**src/rtl/trap_controller_pkg.sv**
```systemverilog
// Shared constants for the trap controller: cause codes, FSM state encoding and
// the vector table stride.
package trap_controller_pkg;

  localparam int NUM_CAUSES = 6;

  localparam logic [2:0] CAUSE_NONE        = 3'd0;
  localparam logic [2:0] CAUSE_MEM_CORRUPT = 3'd1;
  localparam logic [2:0] CAUSE_MEM_VIOL    = 3'd2;
  localparam logic [2:0] CAUSE_DIV_ZERO    = 3'd3;
  localparam logic [2:0] CAUSE_OVERFLOW    = 3'd4;
  localparam logic [2:0] CAUSE_UNDERFLOW   = 3'd5;
  localparam logic [2:0] CAUSE_TRAP        = 3'd6;

  // Request bit i carries cause i+1; bit 0 (memory corruption) is the only fatal one.
  localparam logic [NUM_CAUSES-1:0] NONFATAL_MASK = 6'b111110;

  typedef logic [2:0] state_t;

  localparam state_t ST_IDLE    = 3'd0;
  localparam state_t ST_FLUSH   = 3'd1;
  localparam state_t ST_SAVE    = 3'd2;
  localparam state_t ST_VECTOR  = 3'd3;
  localparam state_t ST_HANDLER = 3'd4;
  localparam state_t ST_RETURN  = 3'd5;
  localparam state_t ST_HALT    = 3'd6;

  // Each vector table entry is 16 bytes wide.
  localparam int VEC_SHIFT = 4;

endpackage

```
**src/rtl/trap_controller_priority_encoder.sv**
```systemverilog
// Fixed-priority encoder over the six trap requests: lowest set bit wins and is
// reported both as a cause code and as a one-hot grant.
module trap_priority_encoder
  import trap_controller_pkg::*;
(
  input  logic [NUM_CAUSES-1:0] req,
  output logic [2:0]            cause,
  output logic [NUM_CAUSES-1:0] grant
);

  always_comb begin
    cause = CAUSE_NONE;
    grant = '0;
    if (req[0]) begin
      cause = CAUSE_MEM_CORRUPT;
      grant = 6'b000001;
    end else if (req[1]) begin
      cause = CAUSE_MEM_VIOL;
      grant = 6'b000010;
    end else if (req[2]) begin
      cause = CAUSE_DIV_ZERO;
      grant = 6'b000100;
    end else if (req[3]) begin
      cause = CAUSE_OVERFLOW;
      grant = 6'b001000;
    end else if (req[4]) begin
      cause = CAUSE_UNDERFLOW;
      grant = 6'b010000;
    end else if (req[5]) begin
      cause = CAUSE_TRAP;
      grant = 6'b100000;
    end
  end

endmodule

```
**src/rtl/trap_controller.sv**
```systemverilog
// Trap entry/exit sequencer: picks the highest-priority status flag, drains the
// pipeline, saves the faulting PC, vectors to the handler and restores on return.
module trap_controller
  import trap_controller_pkg::*;
#(
  parameter int                    ADDR_WIDTH  = 32,
  parameter logic [ADDR_WIDTH-1:0] VECTOR_BASE = 32'h0000_0100
) (
  input  logic                  clock,
  input  logic                  reset,
  input  logic                  memory_corruption,
  input  logic                  memory_violation,
  input  logic                  division_by_zero,
  input  logic                  overflow,
  input  logic                  underflow,
  input  logic                  trap_instruction,
  input  logic [ADDR_WIDTH-1:0] pc_in,
  input  logic                  pipeline_empty,
  input  logic                  return_from_trap,
  output logic                  stall,
  output logic                  flush,
  output logic                  redirect_valid,
  output logic [ADDR_WIDTH-1:0] redirect_pc,
  output logic                  flags_clear,
  output logic                  trap_mode,
  output logic                  halted,
  output logic [ADDR_WIDTH-1:0] epc,
  output logic [2:0]            cause
);

  logic [NUM_CAUSES-1:0] flags;
  logic [NUM_CAUSES-1:0] req;
  logic [NUM_CAUSES-1:0] pending_q;
  logic [2:0]            req_cause;
  logic [NUM_CAUSES-1:0] req_grant;
  logic [2:0]            win_cause_q;
  logic [NUM_CAUSES-1:0] win_grant_q;
  logic [ADDR_WIDTH-1:0] pc_tmp_q;
  logic [ADDR_WIDTH-1:0] vector_addr;
  state_t                state_q;
  state_t                state_d;

  assign flags = {trap_instruction, underflow, overflow,
                  division_by_zero, memory_violation, memory_corruption};
  assign req   = flags | pending_q;

  assign vector_addr = VECTOR_BASE + (ADDR_WIDTH'(cause) << VEC_SHIFT);

  trap_priority_encoder u_prio (
    .req   (req),
    .cause (req_cause),
    .grant (req_grant)
  );

  always_comb begin
    state_d = state_q;
    case (state_q)
      ST_IDLE:    if (|req) state_d = ST_FLUSH;
      ST_FLUSH:   if (pipeline_empty) state_d = ST_SAVE;
      ST_SAVE:    state_d = ST_VECTOR;
      ST_VECTOR:  state_d = ST_HANDLER;
      ST_HANDLER: begin
        // A fatal error inside the handler wins over a simultaneous return.
        if (memory_corruption)     state_d = ST_HALT;
        else if (return_from_trap) state_d = ST_RETURN;
      end
      ST_RETURN:  state_d = ST_IDLE;
      ST_HALT:    state_d = ST_HALT;
      default:    state_d = ST_IDLE;
    endcase
  end

  always_ff @(posedge clock or posedge reset) begin
    if (reset) begin
      state_q <= ST_IDLE;
    end else begin
      state_q <= state_d;
    end
  end

  // Cause/PC capture and pending bookkeeping
  always_ff @(posedge clock or posedge reset) begin
    if (reset) begin
      win_cause_q <= CAUSE_NONE;
      win_grant_q <= '0;
      pc_tmp_q    <= '0;
      pending_q   <= '0;
      epc         <= '0;
      cause       <= CAUSE_NONE;
    end else begin
      case (state_q)
        ST_IDLE: begin
          if (|req) begin
            win_cause_q <= req_cause;
            win_grant_q <= req_grant;
            pc_tmp_q    <= pc_in;
          end
        end
        ST_SAVE: begin
          epc       <= pc_tmp_q;
          cause     <= win_cause_q;
          pending_q <= pending_q & ~win_grant_q;
        end
        ST_HANDLER: begin
          pending_q <= pending_q | (flags & NONFATAL_MASK);
        end
        default: ;
      endcase
    end
  end

  // Registered Moore outputs, one cycle behind the state they decode
  always_ff @(posedge clock or posedge reset) begin
    if (reset) begin
      stall          <= 1'b0;
      flush          <= 1'b0;
      redirect_valid <= 1'b0;
      flags_clear    <= 1'b0;
      trap_mode      <= 1'b0;
      halted         <= 1'b0;
      redirect_pc    <= '0;
    end else begin
      stall          <= (state_q == ST_FLUSH) || (state_q == ST_SAVE) ||
                        (state_q == ST_VECTOR) || (state_q == ST_HALT);
      flush          <= (state_q == ST_FLUSH);
      redirect_valid <= (state_q == ST_VECTOR) || (state_q == ST_RETURN);
      flags_clear    <= (state_q == ST_VECTOR);
      trap_mode      <= (state_q == ST_HANDLER) || (state_q == ST_RETURN) ||
                        (state_q == ST_HALT);
      halted         <= (state_q == ST_HALT);
      if (state_q == ST_VECTOR) begin
        redirect_pc <= vector_addr;
      end else if (state_q == ST_RETURN) begin
        redirect_pc <= epc;
      end
    end
  end

endmodule

```
**config.mk**
```make
export PLATFORM = sky130hd
export DESIGN_NAME = trap_controller
export DESIGN_NICKNAME = d
export VERILOG_FILES = /design/src/rtl/trap_controller_pkg.sv /design/src/rtl/trap_controller_priority_encoder.sv /design/src/rtl/trap_controller.sv
export SDC_FILE = /design/constraint.sdc
export NUM_CORES = 1
export LEC_CHECK = 0
export ABC_AREA = 1
export BUFFER_PORTS_ARGS = -buffer_cell sky130_fd_sc_hd__buf_2
export CAP_MARGIN = 40
export CORE_ASPECT_RATIO = 0.7
export CORE_UTILIZATION = 49
export DETAILED_ROUTE_END_ITERATION = 10
export PLACE_DENSITY = 0.76
export SYNTH_ARGS = -nofsm -noshare
export SYNTH_HDL_FRONTEND = slang
export SYNTH_HIERARCHICAL = 1
export SYNTH_SLANG_ARGS = --single-unit
```
**constraint.sdc**
```tcl
create_clock -name clock -period 3.8 [get_ports clock]
set_clock_uncertainty 0.1 [all_clocks]
set_input_delay 0.38 -clock clock [delete_from_list [all_inputs] [get_ports clock]]
set_output_delay 0.38 -clock clock [all_outputs]
set_load 0.02 [all_outputs]
```
==> summary.txt <==
Run status
  • Status: finished clean

Clocking
  • Clock latency on the worst-skew pair: a little over 0.4 ns
  • CTS Sinks: 123
  • H-tree lvl count: 4
  • Max clock buf depth: 2
  • CTS tree: yes
  • Hold buffer count at cts: 1
  • Root buf cell: clkbuf_16
  • TritonCTS buffer count: 17
  • Cts repair resizes: 0
  • Reg clk slew, reported paths: 0.05 ns
  • Post-CTS Setup Inserts: 0

GRT
  • Global route overflow: 0
  • Largest net degree at the start of global routing: 65
  • Initial antenna violation count: 0
  • Vias in the first global route: 3829
  • Global-route wire length before repair: approximately 19000 um
  • Total Routing Usage GR: 23.3%

Critical path
  • Maximum fanout along the worst path: between 40 and 50
  • Crit path capture type: flip-flop
  • Worst EP required: just over 4 ns
  • Crit start category: flip-flop
  • WS Path Type: reg -> reg
  • Critical path arrival: 2.49 ns

STA
  • RSZ-0062 raised after global routing: no
  • Actual slew at the worst max-slew pin: 0.767 ns
  • Final hold viol count: 0
  • Slew Limit Fails: 0
  • Max transition margin: approximately half
  • Period minus WS final: roughly 2.3 ns
  • Tcrit/Tclk final: between 50 and 60%
  • Setup WS post-layout: between 1.5 and 2 ns
  • Setup_tns: 0 ns
  • FMAX: approximately 440 MHz
  • Final Setup Violations: 0

Synth
  • Post-synth top flop: dfrtp_1
  • Post-synthesis cell type count: 29
  • Syn Std Cell Area: 0.00510 mm^2
  • Share of the synthesized area in the top cell type: approximately 60%
  • Syn Inst Count: 539
  • Register area share after synthesis: 60.4%
  • Warnings, synthesis: 6
  • Syn avg cell area: 9.46 um^2
  • Yosys reg bits: 123
  • Top post-synthesis cells by area: dfrtp_1 60%, nand2_1 11%, nand3_1 7.2%, inv_1 2.9%, buf_6 2.9%
  • Synthesized Nets: 581
  • Asr flop ratio synth: 100%
  • Largest area contributor in the netlist: dfrtp_1
  • EDFF count, synth: 0

Drt
  • DR pass1 iterations: 5
  • Avg WL per Cell: 14.9 um
  • Vias per inst: around 5
  • Drc violations: 0
  • Detailed Route WL: 11700 um
  • Iter 0 DRT Violations: 285
  • Routed Antenna Nets: 0
  • Via count: 4044

Placement
  • Detailed placement HPWL: 7680 um
  • Placer Congestion: 0.822
  • Area after DPL: 0.00566 mm^2
  • Pre-CTS worst setup slack: 1.46 ns
  • DP Cell Count: 757
  • Number of port buffers: 114

Floorplan
  • Top-level port count: 115
  • Chip Width: 124 um
  • Die area: between 0.01 and 0.015 mm^2
  • CORE AREA: 0.00991 mm^2
  • FP Rows: 30
  • Starting density of the core: 51.5%
  • Die outline height: 87.3 um

Run
  • Max cap viols: 0

Cells and area
  • Final std cell area, no fill: 0.00626 mm^2
  • Cell Count, Final, Fillers Out: between 700 and 800
  • Synth-to-layout area growth: 22.7%
  • Layout cell share with drive strength beyond 1: a little over a quarter
  • Layout net count: 691
  • Final design utilization: 63.1%
  • Antenna fix cells: 0

Min path
  • HP Class: in -> reg

Power and ir drop
  • VDD IR max: 463 uV
  • Power Density: 963 mW/mm^2
  • Lkg Pwr: 3.34 nW
-- worst max-delay path: stages (launching register included) --
cell and delay [ns]:
dfrtp_1 0.38, or2_1 0.25, nor2_1 0.16, nand2_2 0.48, nand2_4 0.57, nand2_1 0.12
nand2_1 0.08
-- final cells by class --
cell class              count  area [um^2]
flip-flops and latches    123         3080
repair buffers            121          653
clock buffers              23          498
clock inverters             8         90.1
multi-input cells         342         1600
fillers                   824         3650
well taps                 128          160
inverters                  44          175
-- where the power goes --
part	total (W)	switching, W	internal [W]
clock	0.00159	0.000547	0.00104
sequential	0.00225	0.000353	0.00190
combinational	0.00219	0.00148	0.000704
total	0.00602	0.00238	0.00364
-- cells by family after synthesis --
family                 count (synthesis)  share of synthesized area [%]
buffers and inverters                 74                           8.22
flip-flops                           123                           60.4
AO/OA/AOI/OAI                         76                           8.66
AND/OR/NAND/NOR                      266                           22.7
-- per-layer routing --
layer  up-vias  share of wire (%)  global-route usage [%]  routed length, um
met1      1947                 49                    34.8               5730
met4         0               0.47                    7.25                 55
met2       138                 44                    32.8               5180
met3         6                6.6                    6.35                772
li1       1953                  -                       -                  -
met5         -                  0                       0                  0
-- sequential cells by signal, indices dropped and copies added (netlist names), 3 cells and up --
register	cells
cause	3
epc	32
pc_tmp_q	32
pending_q	6
redirect_pc	32
state_q	3
win_cause_q	3
win_grant_q	6
-- worst paths after layout --
path                                            end                        from  slack, ns  cells past startpoint
min in group asynchronous       epc[14]$_DFFE_PP0P_                       reset       0.50                      3
max                        pc_tmp_q[20]$_DFFE_PP0P_    pending_q[5]$_DFFE_PP0P_       1.54                      6
max reg2reg                pc_tmp_q[20]$_DFFE_PP0P_    pending_q[5]$_DFFE_PP0P_       1.54                      6
min                        pc_tmp_q[11]$_DFFE_PP0P_                   pc_in[11]       0.11                      3
max in group asynchronous  pc_tmp_q[16]$_DFFE_PP0P_                       reset       2.13                      5
min reg2reg                pending_q[0]$_DFFE_PP0P_  win_grant_q[0]$_DFFE_PP0P_       0.36                      1
-- cell usage after synthesis (5+ instances only) --
master and number:
nand3_1 73, inv_1 40, nor2_1 23, nand2_2 5, o21ai_1 20, buf_2 7
buf_6 13, buf_4 7, nand2_1 155, dfrtp_1 123, a21oi_1 9, o21ai_0 29
o21ai_2 14
-- cell usage in the layout, fill, tap and decap left out, types with 9 or more instances in the layout --
cell and count:
clkbuf_16 17, o21ai_0 29, nand3_1 73, nand2_1 155
o21ai_1 20, nor2_1 23, a21oi_1 9, inv_1 39
buf_2 114, dfrtp_1 123, o21ai_2 14
-- per-stage QoR --
step	hold slack, ns	power (W)
after global routing	0.104	0.00642
after detailed placement	0.357	0.00444
after floorplan	0.331	0.00388
final	0.110	0.00602
after global placement	0.344	0.00433
after CTS	0.0931	0.00605
Note: power is estimated with default switching activity, not from simulation.
